<file path="src/rtl/out_mem_streamer.sv">
// out_mem_streamer: streams a 4-byte size header (width, height, big-endian)
// followed by the row-major pixels of the output image memory over a
// valid/ready byte interface. Pixels beyond the memory range read as 0x00.
module out_mem_streamer #(
   parameter int AW = 12
) (
   input  logic          clk_50,
   input  logic          rst,
   input  logic          start,
   input  logic [15:0]   out_w,
   input  logic [15:0]   out_h,
   output logic [AW-1:0] mem_raddr,
   input  logic [7:0]    mem_rdata,
   output logic [7:0]    tx_data,
   output logic          tx_valid,
   input  logic          tx_ready,
   output logic          busy,
   output logic          done,
   output logic          err_oversize,
   output logic [31:0]   byte_count
);

   typedef enum logic [2:0] {
      IDLE = 3'd0,
      HDR  = 3'd1,
      RD   = 3'd2,
      WAIT = 3'd3,
      SEND = 3'd4,
      DONE = 3'd5
   } state_t;

   state_t      state_q, state_d;
   logic [15:0] w_q, w_d;
   logic [15:0] h_q, h_d;
   logic [31:0] total_q, total_d;
   logic [31:0] idx_q, idx_d;
   logic [1:0]  hcnt_q, hcnt_d;
   logic [7:0]  tx_data_q, tx_data_d;
   logic        tx_valid_q, tx_valid_d;
   logic        busy_q, busy_d;
   logic        done_q, done_d;
   logic        err_q, err_d;
   logic [31:0] byte_count_q, byte_count_d;
   logic        xfer_s;

   // Header byte selector: width high, width low, height high, height low.
   function automatic logic [7:0] hdr_byte(input logic [15:0] w, input logic [15:0] h,
                                           input logic [1:0] sel);
      logic [7:0] b;
      case (sel)
         2'd0:    b = w[15:8];
         2'd1:    b = w[7:0];
         2'd2:    b = h[15:8];
         2'd3:    b = h[7:0];
         default: b = 8'h00;
      endcase
      return b;
   endfunction

   // True when a pixel index addresses real memory (idx < 2^AW).
   function automatic logic idx_in_range(input logic [31:0] idx);
      return ({1'b0, idx} < (33'd1 << AW));
   endfunction

   // True when the image holds more pixels than the memory (total > 2^AW).
   function automatic logic too_big(input logic [31:0] total);
      return ({1'b0, total} > (33'd1 << AW));
   endfunction

   assign xfer_s       = tx_valid_q & tx_ready;
   assign mem_raddr    = idx_q[AW-1:0];
   assign tx_data      = tx_data_q;
   assign tx_valid     = tx_valid_q;
   assign busy         = busy_q;
   assign done         = done_q;
   assign err_oversize = err_q;
   assign byte_count   = byte_count_q;

   // Next-state and datapath computation; outputs are derived from the next state so they register in step with it.
   always_comb begin
      state_d      = state_q;
      w_d          = w_q;
      h_d          = h_q;
      total_d      = total_q;
      idx_d        = idx_q;
      hcnt_d       = hcnt_q;
      tx_data_d    = tx_data_q;
      err_d        = err_q;
      byte_count_d = byte_count_q;

      case (state_q)
         IDLE: begin
            if (start) begin
               w_d          = out_w;
               h_d          = out_h;
               total_d      = {16'd0, out_w} * {16'd0, out_h};
               byte_count_d = 32'd0;
               idx_d        = 32'd0;
               hcnt_d       = 2'd0;
               err_d        = too_big(total_d);
               tx_data_d    = out_w[15:8];
               state_d      = HDR;
            end else begin
               state_d = IDLE;
            end
         end
         HDR: begin
            if (xfer_s) begin
               byte_count_d = byte_count_q + 32'd1;
               hcnt_d       = hcnt_q + 2'd1;
               if (hcnt_q == 2'd3) begin
                  state_d = (total_q == 32'd0) ? DONE : RD;
               end else begin
                  tx_data_d = hdr_byte(w_q, h_q, hcnt_q + 2'd1);
               end
            end else begin
               state_d = HDR;
            end
         end
         RD: begin
            state_d = WAIT;
         end
         WAIT: begin
            tx_data_d = idx_in_range(idx_q) ? mem_rdata : 8'h00;
            state_d   = SEND;
         end
         SEND: begin
            if (xfer_s) begin
               byte_count_d = byte_count_q + 32'd1;
               idx_d        = idx_q + 32'd1;
               state_d      = ((idx_q + 32'd1) == total_q) ? DONE : RD;
            end else begin
               state_d = SEND;
            end
         end
         DONE: begin
            state_d = IDLE;
         end
         default: begin
            state_d = IDLE;
         end
      endcase

      tx_valid_d = (state_d == HDR) || (state_d == SEND);
      busy_d     = (state_d != IDLE);
      done_d     = (state_d == DONE);
   end

   // State and registered outputs, cleared immediately by reset.
   always_ff @(posedge clk_50 or posedge rst) begin
      if (rst) begin
         state_q      <= IDLE;
         w_q          <= 16'd0;
         h_q          <= 16'd0;
         total_q      <= 32'd0;
         idx_q        <= 32'd0;
         hcnt_q       <= 2'd0;
         tx_data_q    <= 8'h00;
         tx_valid_q   <= 1'b0;
         busy_q       <= 1'b0;
         done_q       <= 1'b0;
         err_q        <= 1'b0;
         byte_count_q <= 32'd0;
      end else begin
         state_q      <= state_d;
         w_q          <= w_d;
         h_q          <= h_d;
         total_q      <= total_d;
         idx_q        <= idx_d;
         hcnt_q       <= hcnt_d;
         tx_data_q    <= tx_data_d;
         tx_valid_q   <= tx_valid_d;
         busy_q       <= busy_d;
         done_q       <= done_d;
         err_q        <= err_d;
         byte_count_q <= byte_count_d;
      end
   end

endmodule
</file>
<file path="config.mk">
export PLATFORM = sky130hd
export DESIGN_NAME = out_mem_streamer
export DESIGN_NICKNAME = d
export VERILOG_FILES = /design/src/rtl/out_mem_streamer.sv
export SDC_FILE = /design/constraint.sdc
export NUM_CORES = 1
export LEC_CHECK = 0
export BUFFER_PORTS_ARGS = -buffer_cell sky130_fd_sc_hd__buf_2
export CORE_UTILIZATION = 57
export DETAILED_ROUTE_END_ITERATION = 7
export HOLD_SLACK_MARGIN = 0.05
export PLACE_DENSITY = 0.78
export SLEW_MARGIN = 40
export SYNTH_ARGS = -nofsm -noshare
export SYNTH_HDL_FRONTEND = slang
export SYNTH_SLANG_ARGS = --single-unit
</file>
<file path="constraint.sdc">
create_clock -name clk_50 -period 3.61 [get_ports clk_50]
set_input_delay 0.1805 -clock clk_50 [delete_from_list [all_inputs] [get_ports clk_50]]
set_output_delay 0.1805 -clock clk_50 [all_outputs]
set_load 0.02 [all_outputs]
</file>
==> run summary, run 1 <==
Before CTS, the worst setup slack after placement is -2410 ps. Data arrives at the worst endpoint at 5850 ps. Once detail routing completed, the nets flagged for antenna violations numbered 0.

The number of clock buffers added by TritonCTS is 17. The floorplan step defined a die boundary enclosing 29900 um2. Of all cell types, the one taking the most synthesized area is sky130_fd_sc_hd__fa_1. For the count of endpoints failing hold in the final timing report, the log shows 0. After filler insertion, the fill cell instance count of the layout stands at 1928. The post-synthesis instance area is 16600 um2, and the synthesized area per cell is 8.51 um2. The synthesized netlist devotes 22.6% of its cell area to simple gates.

In this run the horizontal extent of the chip is 173 um. The synthesized netlist devotes 10.5% of its cell area to compound gates. For the worst-skew pair, the clock arrives at the later sink with an insertion delay of 440 ps. CTS placed an instance of sky130_fd_sc_hd__clkbuf_16 at the clock tree root. After detailed routing, the average wire length per cell comes to 18.8 um.

Summing the areas of all fa, ha and maj instances in the mapped netlist gives 31.6% of the synthesized area. The via count of the first global-routing pass was 15.9k; the iteration count of the initial detailed-routing pass was 8. The final clock period utilization by the worst path was 153%.

During synthesis, Yosys emitted a total of 0 warnings. The initial utilization of the core area, before any placement, comes to 58.0%. Wires add up to 49500 um.

The count of state elements after synthesis was 139; the setup skew after layout was 9.95 ps. The smallest setup slack after layout was -1920 ps; the final period demand of the worst path was 5530 ps. The run gives 2 as the clock tree buffer depth.

The worst setup path is captured at a flop. The worst max-slew margin expressed relative to the limit is 50.6%. Entering global routing, the biggest net connects 140 pins.

The ratio of routed vias to standard cells was 5.85. Number of pins with negative max-slew slack in the final report: 0. Of the synthesized area, sequential elements account for 20.9%. The area growth from synthesis to layout is 29.8%, and the total inserted antenna cells is 0. The run gives 0 as the global-route congestion overflow total. By area, the combinational part of the netlist is dominated by adder cells. By instance count, the leading cell after synthesis is sky130_fd_sc_hd__nand2_1.

The number of nets handed over by synthesis was 2304. STA puts the critical path data required time at 3930 ps. The tightest hold path in the finished design has a slack of 81.9 ps. The final weighted congestion of routability-driven global placement was 0.903; the slew at the pin with the worst max-slew slack was 741 ps. The die boundary height was 173 um. The max-capacitance violation count was 0. The detailed router placed 15.4k vias in this run.

For this design the top-level I/O count stands at 100. The clock sink total is 139. The overall fraction of global-route tracks in use was 32.9%. The number of antenna violations at the first check in global routing was 0. The H-tree depth reported by CTS was 4. In this run, synthesis inferred 0 flip-flops with an integrated enable.

The path class of the tightest hold or removal check is in -> reg. Counting every instance in the synthesized netlist gives 1956. The worst register-to-register path has a setup slack of 260 ps. In this run, distinct cell masters in the synthesized netlist total 73.

In this run the worst path has a maximum fanout of 5. Buffers placed on the I/O ports in this run total 99. By area the synthesized netlist is led by sky130_fd_sc_hd__fa_1 (23%), sky130_fd_sc_hd__dfrtp_1 (21%), sky130_fd_sc_hd__ha_1 (8.3%).

Sorting the synthesized cells by how often they occur yields sky130_fd_sc_hd__nand2_1 (329), sky130_fd_sc_hd__inv_1 (242), sky130_fd_sc_hd__fa_1 (194), sky130_fd_sc_hd__dfrtp_1 (139), sky130_fd_sc_hd__and2_1 (128). The tools report the kind of launch point of the worst setup path as a primary input. The first global-routing pass estimated 78900 um of wire.

In this run the core area contains 62 standard-cell rows. The setup-violating endpoint count in the final report came out at 27. TritonCTS built the clock tree. The portion of synthesized area spent on multiplexers is 0.616%.

The core region is 28700 um2. The checks that failed: design-rule violations, negative setup slack. The tools report the total instance count after detailed placement as 2553. Area share of the largest cell type after synthesis: 23.3%. For this run, design rule violations remaining after detail routing come to 16. The post-layout instance count excluding filler cells is 2632. The detailed placement HPWL is 35600 um, and the highest clock rate is 181 MHz. The layout cell share with drive strength beyond 1 works out to 28.4%. Setup repair after global routing could not meet its margin everywhere. The run finished, with violations left. The parity-gate share of the synthesized area counting xor and xnor cells works out to 5.24%. In the synthesized netlist the dominant register cell turns out to be sky130_fd_sc_hd__dfrtp_1.

The initial DRC count was 1304; the register clock-pin slew on the reported worst setup and hold paths was 70 ps. The net count of the finished layout is 2583. The worst setup path is of the in -> reg kind. Counting flops with an async set or reset pin after synthesis yields a share of 100%.
==> cells by family (layout without fill, tap and decap cells) <==
logic type | count (synthesis) | in the layout
AND/OR/NAND/NOR | 773 | 773
flip-flops | 139 | 139
multiplexers | 10 | 10
AO/OA/AOI/OAI | 279 | 279
XOR/XNOR | 93 | 93
adder cells (fa/ha/maj) | 304 | 304
buffers and inverters | 358 | 650
==> stage by stage <==
| stage | utilization [%] | setup TNS, ps | area [um2] |
|---|---|---|---|
| 2_1_floorplan | - | -32540 | 17500 |
| 3_3_place_gp | 67.4 | -46010 | 19300 |
| 3_5_place_dp | 67.4 | -48560 | 19400 |
| 4_1_cts | 73.4 | -31850 | 21100 |
| 5_1_grt | 75.3 | -38780 | 21600 |
| 6_report | 75.3 | -34560 | 21600 |
==> flip-flops by register name, summed over array words and instances (netlist names) <==
name,cells
h_q,16
tx_valid,1
total_q,32
byte_count,32
idx_q,32
err_oversize,1
tx_data,8
done,1
hcnt_q,2
busy,1
w_q,10
state_q,3
==> area by class of cell <==
type                       instances  area (um2)  share of cell area, %
multi-input combinational       1459       13100                   60.4
sequential                       139        3480                   16.1
timing repair buffer             376        3060                   14.2
inverter                         242         915                   4.23
tap                              384         480                   2.22
clock buffer                      17         425                   1.97
clock inverter                    15         198                  0.915
==> critical path, cell delays in order <==
cell and delay (ps):
sky130_fd_sc_hd__buf_8 110, sky130_fd_sc_hd__buf_6 110, sky130_fd_sc_hd__and2_4 150, sky130_fd_sc_hd__fa_1 510, sky130_fd_sc_hd__inv_1 50, sky130_fd_sc_hd__fa_1 470, sky130_fd_sc_hd__fa_2 560, sky130_fd_sc_hd__inv_2 40
sky130_fd_sc_hd__fa_2 460, sky130_fd_sc_hd__fa_1 490, sky130_fd_sc_hd__inv_1 60, sky130_fd_sc_hd__fa_1 520, sky130_fd_sc_hd__inv_2 50, sky130_fd_sc_hd__ha_4 310, sky130_fd_sc_hd__nand4_1 190, sky130_fd_sc_hd__buf_4 200
sky130_fd_sc_hd__o221ai_4 150, sky130_fd_sc_hd__a21oi_4 80, sky130_fd_sc_hd__nand4b_1 330, sky130_fd_sc_hd__a21oi_2 260, sky130_fd_sc_hd__o211a_1 170, sky130_fd_sc_hd__nand4_1 100, sky130_fd_sc_hd__nor4_2 230, sky130_fd_sc_hd__nor2_1 70
==> routing by layer <==
| layer | routed length, um | up-vias | GRT usage (%) |
|---|---|---|---|
| li1 | - | 6950 | - |
| met1 | 19500 | 7535 | 41.9 |
| met2 | 24400 | 729 | 54.7 |
| met3 | 3400 | 190 | 5.61 |
| met4 | 2140 | 0 | 15.4 |
| met5 | 0 | - | 0 |
==> cells in the final DEF (no fill, tap or decap), drive strengths merged, types with 8 or more instances in the layout <==
cell type and count:
a222oi 8, nor4 19, and2 128, nand3 49, nor3 34, and3 27, nand2 330, o21ai 107
xor2 34, nor2b 8, mux2i 8, fa 194, xnor2 55, or3 13, a21o 22, a31oi 13
nand4 28, ha 110, nor2 99, a21oi 58, buf 367, clkbuf 19, o31ai 14, inv 250
dfrtp 139, and4 8
==> final timing paths <==
check / cells past startpoint / to / startpoint
max: 24 / err_oversize / out_h[5]
min: 3 / busy / start
max reg2reg: 10 / state_q[2] / idx_q[0]
min reg2reg: 2 / h_q[10] / h_q[10]
max in group asynchronous: 4 / total_q[3] / rst
min in group asynchronous: 4 / idx_q[28] / rst
==> repair_timing <==
item                                   CTS  global route
setup endpoints to repair               27            27
cloned                                   1             0
gates resized for setup                182           106
hold buffers                             7             0
endpoints found under the hold margin  145             0
setup buffers                           26            26
pin swaps                               90           101
Power of run 1 is left out: the tool's default activity adds up to more than one toggle a clock period on the data nets, which glitch-free logic cannot reach.
==> run 2: changes to the inputs <==
Settings changed: BUFFER_PORTS_ARGS -buffer_cell sky130_fd_sc_hd__buf_2 to not set, CORE_UTILIZATION 57 to 60, DONT_BUFFER_PORTS set to 1, PLACE_DENSITY 0.78 to 0.79.
==> run 2 against run 1 <==
The flow finishes with violations (negative setup slack). Fmax up 3.0%. Design area decreased by 6.3%. Worst setup slack improved by 160 ps. Sequential share of layout area increased by 1.1 points. Sequential cell count unchanged. Critical path type unchanged. Non-clock buffer count shrank 159. Critical path depth is 2 lower. Count of clock-buffer cells in the layout unchanged. Via count decreased by 4.1%. Critical endpoint unchanged. Clock skew increased by 2.9 ps.
==> run summary, run 2 (same netlist as run 1, synthesis figures left out) <==
The run finished, with violations left. The checks that failed: negative setup slack. For this run, the detailed router's first-pass iteration total came to 5. After detailed routing, the number of remaining DRC violations is 0. The total area inside the core boundary comes to 27100 um2.

Across the run, the number of max-cap violations was 0. The worst-path maximum fanout came out at 17. The ratio of routed vias to standard cells works out to 6.00. The worst setup slack for register-to-register paths was 270 ps. The first global-routing pass estimated 77500 um of wire. The run gives 5690 ps as the data arrival time of the critical path. The area of the die is 28400 um2. The tools report the H-tree depth reported by CTS as 4. The post-layout instance count excluding filler cells came out at 2461.

The finished cells cover 20200 um2. In this run, the number of DRC markers left after iteration 0 of detailed routing was 1362. Once the floorplan was initialized, standard cells occupied 61.4% of the core.

For this block, the routed nets add up to 49100 um of wire. Buffers placed on the I/O ports in this run total 0. The tools report the placed instance area as 18300 um2. The root buffer cell chosen for the clock tree is sky130_fd_sc_hd__clkbuf_16. The total inserted antenna cells came out at 0. Derived from the worst setup path, the maximum achievable clock frequency is 186 MHz. Via count of the first global-routing pass: 15.2k. The die boundary height was 169 um; the layout cell share with drive strength beyond 1 was 21.0%. The area growth from synthesis to layout is 21.6%. Counting the buffers created by CTS gives 17. The number of placed instances, taps included, is 2369.

Clock skew on the completed layout was measured at 12.9 ps. The clock sink total is 139. Leaving out fill and tap cells, the most frequent cell in the layout is sky130_fd_sc_hd__nand2_1.

STA classifies the critical path endpoint as a flop. The overall fraction of global-route tracks in use was 34.6%. The worst path in the final design needs a cycle of 5370 ps, including I/O delays and setup.

The detail-routed net length per standard cell is 19.9 um. The number of antenna violations at the first check in global routing was 0; the number of standard-cell rows in the floorplan was 60. For the global-route congestion overflow total, the log shows 0. Clock latency on the worst-skew pair, taken at its later pin, is 430 ps.

The final clock period utilization by the worst path is 149%. The worst setup path is launched from a primary input. Register clock-pin slew on the reported worst setup and hold paths: 70 ps. Detailed placement finished with a half-perimeter wire length of 34400 um. Setup repair after global routing could not meet its margin everywhere. For the total number of vias, the log shows 14.8k. For the smallest setup slack after layout, the log shows -1760 ps.

The count of endpoints failing hold in the final timing report is 0, and the final setup TNS is -30190 ps. The tools report the clock tree buffer depth as 2. Entering global routing, the biggest net connects 116 pins.

The worst hold path belongs to the class in -> reg. For this run, the post-layout net count is 2424. The worst setup path is of the in -> reg kind. Headroom to the max-slew limit came out at 40.4%. TritonCTS built the clock tree.

Number of pins with negative max-slew slack in the final report: 0. Leaving out fill and tap cells, the most frequent cells in the layout are sky130_fd_sc_hd__nand2_1 (305), sky130_fd_sc_hd__inv_1 (212), sky130_fd_sc_hd__fa_1 (178). STA puts the critical path data required time at 3930 ps. The final weighted congestion of routability-driven global placement came out at 0.972. Setup violations remaining at the end of the flow were counted as 25. Pin placement for this block handled 100 I/O pins.

In this run the remaining antenna-violating nets after routing total 0. The slew at the pin with the worst max-slew slack was 894 ps; the horizontal die dimension was 169 um.
-- run 2: cell types whose count changed in the layout (fill, tap and decap cells not counted), sizes merged --
cell	change
bufinv	-2
clkinvlp	+1
inv	+1
dlygate4sd3	+27
buf	-184
clkbuf	-2
-- run 2: metal layers --
| metal | global-route usage, % | share of wire (%) | vias to the layer above |
|---|---|---|---|
| met5 | 0 | 0 | - |
| met4 | 14.1 | 4.1 | 0 |
| met3 | 5.07 | 6.8 | 163 |
| met2 | 58.8 | 49 | 702 |
| met1 | 44.3 | 40 | 7295 |
| li1 | - | - | 6607 |
-- run 2: worst paths after layout --
path                           start      endpoint  depth (start not counted)
setup / recovery            out_h[6]  err_oversize                         22
hold / removal             out_w[15]    tx_data[7]                          2
setup reg to reg            idx_q[2]    state_q[2]                          9
hold reg to reg               w_q[0]        w_q[0]                          2
max in group asynchronous        rst      tx_valid                          3
min in group asynchronous        rst     idx_q[28]                          2
-- run 2: what timing repair did --
item / CTS / global route
pin swaps: 61 / 73
endpoints found under the hold margin: 59 / 0
hold buffers: 34 / 0
setup endpoints to repair: 25 / 29
buffers inserted: 18 / 16
gates resized for setup: 115 / 82
-- run 2: per-stage QoR --
| stage | hold WS [ps] | util, % | setup WS, ps |
|---|---|---|---|
| after floorplan | 286 | - | -1960 |
| after global placement | 132 | 67.4 | -2120 |
| after detailed placement | 134 | 67.4 | -2190 |
| after CTS | 59.0 | 73.2 | -1710 |
| after global routing | 110 | 74.7 | -1850 |
| final | 62.1 | 74.7 | -1760 |
-- run 2: final cells by class --
cell class	instances	area, um2
repair buffers	217	1840
flip-flops and latches	139	3480
inverters	242	912
well taps	372	465
fillers	1868	6860
clock inverters	15	173
multi-input cells	1459	12900
clock buffers	17	425
-- run 2: worst max-delay path, stage by stage --
cell and delay, ps:
sky130_fd_sc_hd__and2_4 140, sky130_fd_sc_hd__fa_1 530, sky130_fd_sc_hd__inv_1 50, sky130_fd_sc_hd__fa_1 470
sky130_fd_sc_hd__fa_2 540, sky130_fd_sc_hd__inv_2 40, sky130_fd_sc_hd__fa_1 450, sky130_fd_sc_hd__fa_1 510
sky130_fd_sc_hd__inv_2 40, sky130_fd_sc_hd__fa_1 560, sky130_fd_sc_hd__inv_2 60, sky130_fd_sc_hd__ha_4 320
sky130_fd_sc_hd__nand4_1 190, sky130_fd_sc_hd__buf_4 220, sky130_fd_sc_hd__nor3_4 200, sky130_fd_sc_hd__nor3_1 100
sky130_fd_sc_hd__o41a_1 160, sky130_fd_sc_hd__mux2i_1 150, sky130_fd_sc_hd__a2111oi_2 380, sky130_fd_sc_hd__nand4_1 180
sky130_fd_sc_hd__nor4_2 150, sky130_fd_sc_hd__nor2_1 60
Power of run 2 is left out for the same reason.
==> run 3: changes to the inputs <==
Settings changed: PLACE_DENSITY 0.79 to not set, PLACE_DENSITY_LB_ADDON set to 0.12.
==> run 3 against run 2 <==
Core utilization shrank 1.0 points. Count of clock-buffer cells in the layout is the same. Highest routed layer unchanged. Worst setup slack better by 88 ps. Clock skew increased by 0.68 ps. Fmax grew 1.7%. The run still ends with negative setup slack left. Sequential share of layout area is 0.24 points higher. Critical path depth decreased by 1. Non-clock buffer count decreased by 13. Die area is the same. Global-route usage shrank 0.92 points. Largest cell class unchanged.
==> run summary, run 3 (same netlist as run 1, synthesis figures left out) <==
For this run, the total global-route usage over all layers was measured as 33.6%. In this run the horizontal extent of the chip is 169 um. Setup violations remaining at the end of the flow were counted as 25. For the pin with the worst max-slew slack, the measured transition is 763 ps. The global-route wire length before repair was 75600 um.

The smallest setup slack after layout was -1670 ps; the via count of the first global-routing pass was 14.9k. The layout net count was 2411. The tools report the data arrival time of the critical path as 5600 ps.

After detailed routing, the total wire length is 46200 um. Clock-pin slew was measured on the worst setup and hold paths at 70 ps. After detailed placement, the design holds a cell count of 2369.

The number of pins with negative max-slew slack in the final report came out at 0. The final period demand of the worst path was 5280 ps; the initial DRC count was 1174. The detail-routed net length per standard cell was 18.9 um. The number of antenna violations at the first check in global routing came out at 0. After detailed routing, the number of remaining DRC violations is 0. The count of pins on the block boundary was 100; the pin count of the biggest net entering global routing was 65. Static timing analysis puts the maximum clock frequency at 189 MHz.

The insertion delay to the later sink of the worst-skew pair was 440 ps; the post-layout instance count excluding filler cells was 2448. The count of endpoints failing hold in the final timing report came out at 0. The run gives 4 as the H-tree depth reported by CTS. The core region area was 27100 um2; the number of fillers in the final layout was 2036. The worst max-slew margin expressed relative to the limit came out at 48.7%.

The critical path in this run is classified as in -> reg. The total number of vias was 14.3k. Compared with the post-synthesis result, the final layout area differs by 19.9%. Using the TritonRoute via totals, the vias-per-cell ratio works out to 5.84. The path class of the tightest hold or removal check is in -> reg.

The detail route stage leaves a number of antenna-violating nets equal to 0. TritonCTS built the clock tree. The endpoint kind of the worst setup timing path was a flop. After legalization and detailed placement, the total HPWL measured 33900 um. Number of CTS-inserted buffers: 17. The flow ran to the end, but the final reports show violations.

The final reports fail on negative setup slack. The worst-path maximum fanout came out at 17. In this run the clock root is driven by a sky130_fd_sc_hd__clkbuf_16. The first TritonRoute pass finished after 6 iterations. In this run the core area contains 60 standard-cell rows. The quantity of I/O buffers inserted on ports was 0; the max-capacitance violation count was 0. The final clock period utilization by the worst path came out at 146%. The kind of launch point of the worst setup path is a primary input. In the final layout, the share of cells above drive strength 1 is 20.0%. The library cell used most frequently in the layout, excluding fill and tap cells, is sky130_fd_sc_hd__nand2_1. The final weighted congestion of routability-driven global placement was 0.934; the clock sink total was 139.

The logs give 61.4% for the effective utilization at floorplan and 0 for the total inserted antenna cells. The top cell types in the final layout, fill and taps aside, are sky130_fd_sc_hd__nand2_1 (306), sky130_fd_sc_hd__inv_1 (210), sky130_fd_sc_hd__fa_1 (179). Required time at the worst-slack endpoint: 3930 ps. Setup repair after global routing could not meet its margin everywhere. The clock tree buffer depth is 2, and the area of the die is 28400 um2. The die boundary height came out at 169 um.

The global-route congestion overflow total was 0. Clock skew on the completed layout was measured at 13.6 ps.
run 3: routing by layer:
metal  global-route usage (%)  share of wire (%)
met1                     43.6                 43
met2                     56.6                 48
met3                     6.03                6.3
met4                     12.3                3.0
met5                        0                  0
run 3: through the flow:
stage / TNS (ps) / setup slack (ps) / utilization [%] / hold WS [ps] / cell area, um2
after floorplan: -32540 / -1960 / - / 286 / 17500
after global placement: -38580 / -2070 / 67.3 / 162 / 18200
after detailed placement: -40140 / -2140 / 67.3 / 168 / 18200
after CTS: -25280 / -1510 / 72.9 / 74.0 / 19700
after global routing: -31140 / -1930 / 73.7 / 93.7 / 20000
final: -26780 / -1670 / 73.7 / 74.0 / 20000
run 3: worst paths after layout:
check | cells past startpoint | slack [ps] | endpoint | start
worst max-delay path | 21 | -1670 | err_oversize | out_h[6]
worst min-delay path | 2 | 70 | tx_data[7] | out_w[15]
worst max register to register | 10 | 320 | done | idx_q[0]
worst min register to register | 2 | 480 | w_q[5] | w_q[5]
max in group asynchronous | 3 | 2250 | total_q[14] | rst
min in group asynchronous | 2 | 320 | busy | rst
run 3: cell type report:
type	instances	area [um2]	share of cell area, %
multi-input cells	1459	12800	64.2
flip-flops and latches	139	3480	17.4
repair buffers	204	1700	8.51
inverters	242	912	4.57
well taps	372	465	2.33
clock buffers	17	425	2.13
clock inverters	15	173	0.865
run 3: what timing repair did:
action                     4_1_cts  5_1_grt
buffers inserted                19        7
setup endpoints to repair       25       29
hold endpoints to repair        66        0
pin swaps                       78       61
gates resized for setup        104       57
hold buffers                    34        0
run 3: worst max-delay path, cell delays in order:
cell                       delay [ps]
sky130_fd_sc_hd__and2_4           150
sky130_fd_sc_hd__fa_1             550
sky130_fd_sc_hd__inv_2             40
sky130_fd_sc_hd__fa_2             540
sky130_fd_sc_hd__fa_2             450
sky130_fd_sc_hd__fa_1             500
sky130_fd_sc_hd__inv_2             40
sky130_fd_sc_hd__fa_1             480
sky130_fd_sc_hd__inv_1             50
sky130_fd_sc_hd__fa_1             500
sky130_fd_sc_hd__inv_2             50
sky130_fd_sc_hd__ha_4             310
sky130_fd_sc_hd__nand4_1          170
sky130_fd_sc_hd__o221ai_2         210
sky130_fd_sc_hd__a21oi_2          100
sky130_fd_sc_hd__nand4b_1         330
sky130_fd_sc_hd__a21oi_1          250
sky130_fd_sc_hd__o211a_1          190
sky130_fd_sc_hd__nand4_1          140
sky130_fd_sc_hd__nor4_2           280
sky130_fd_sc_hd__nor2_1            70
Power of run 3 is left out for the same reason.
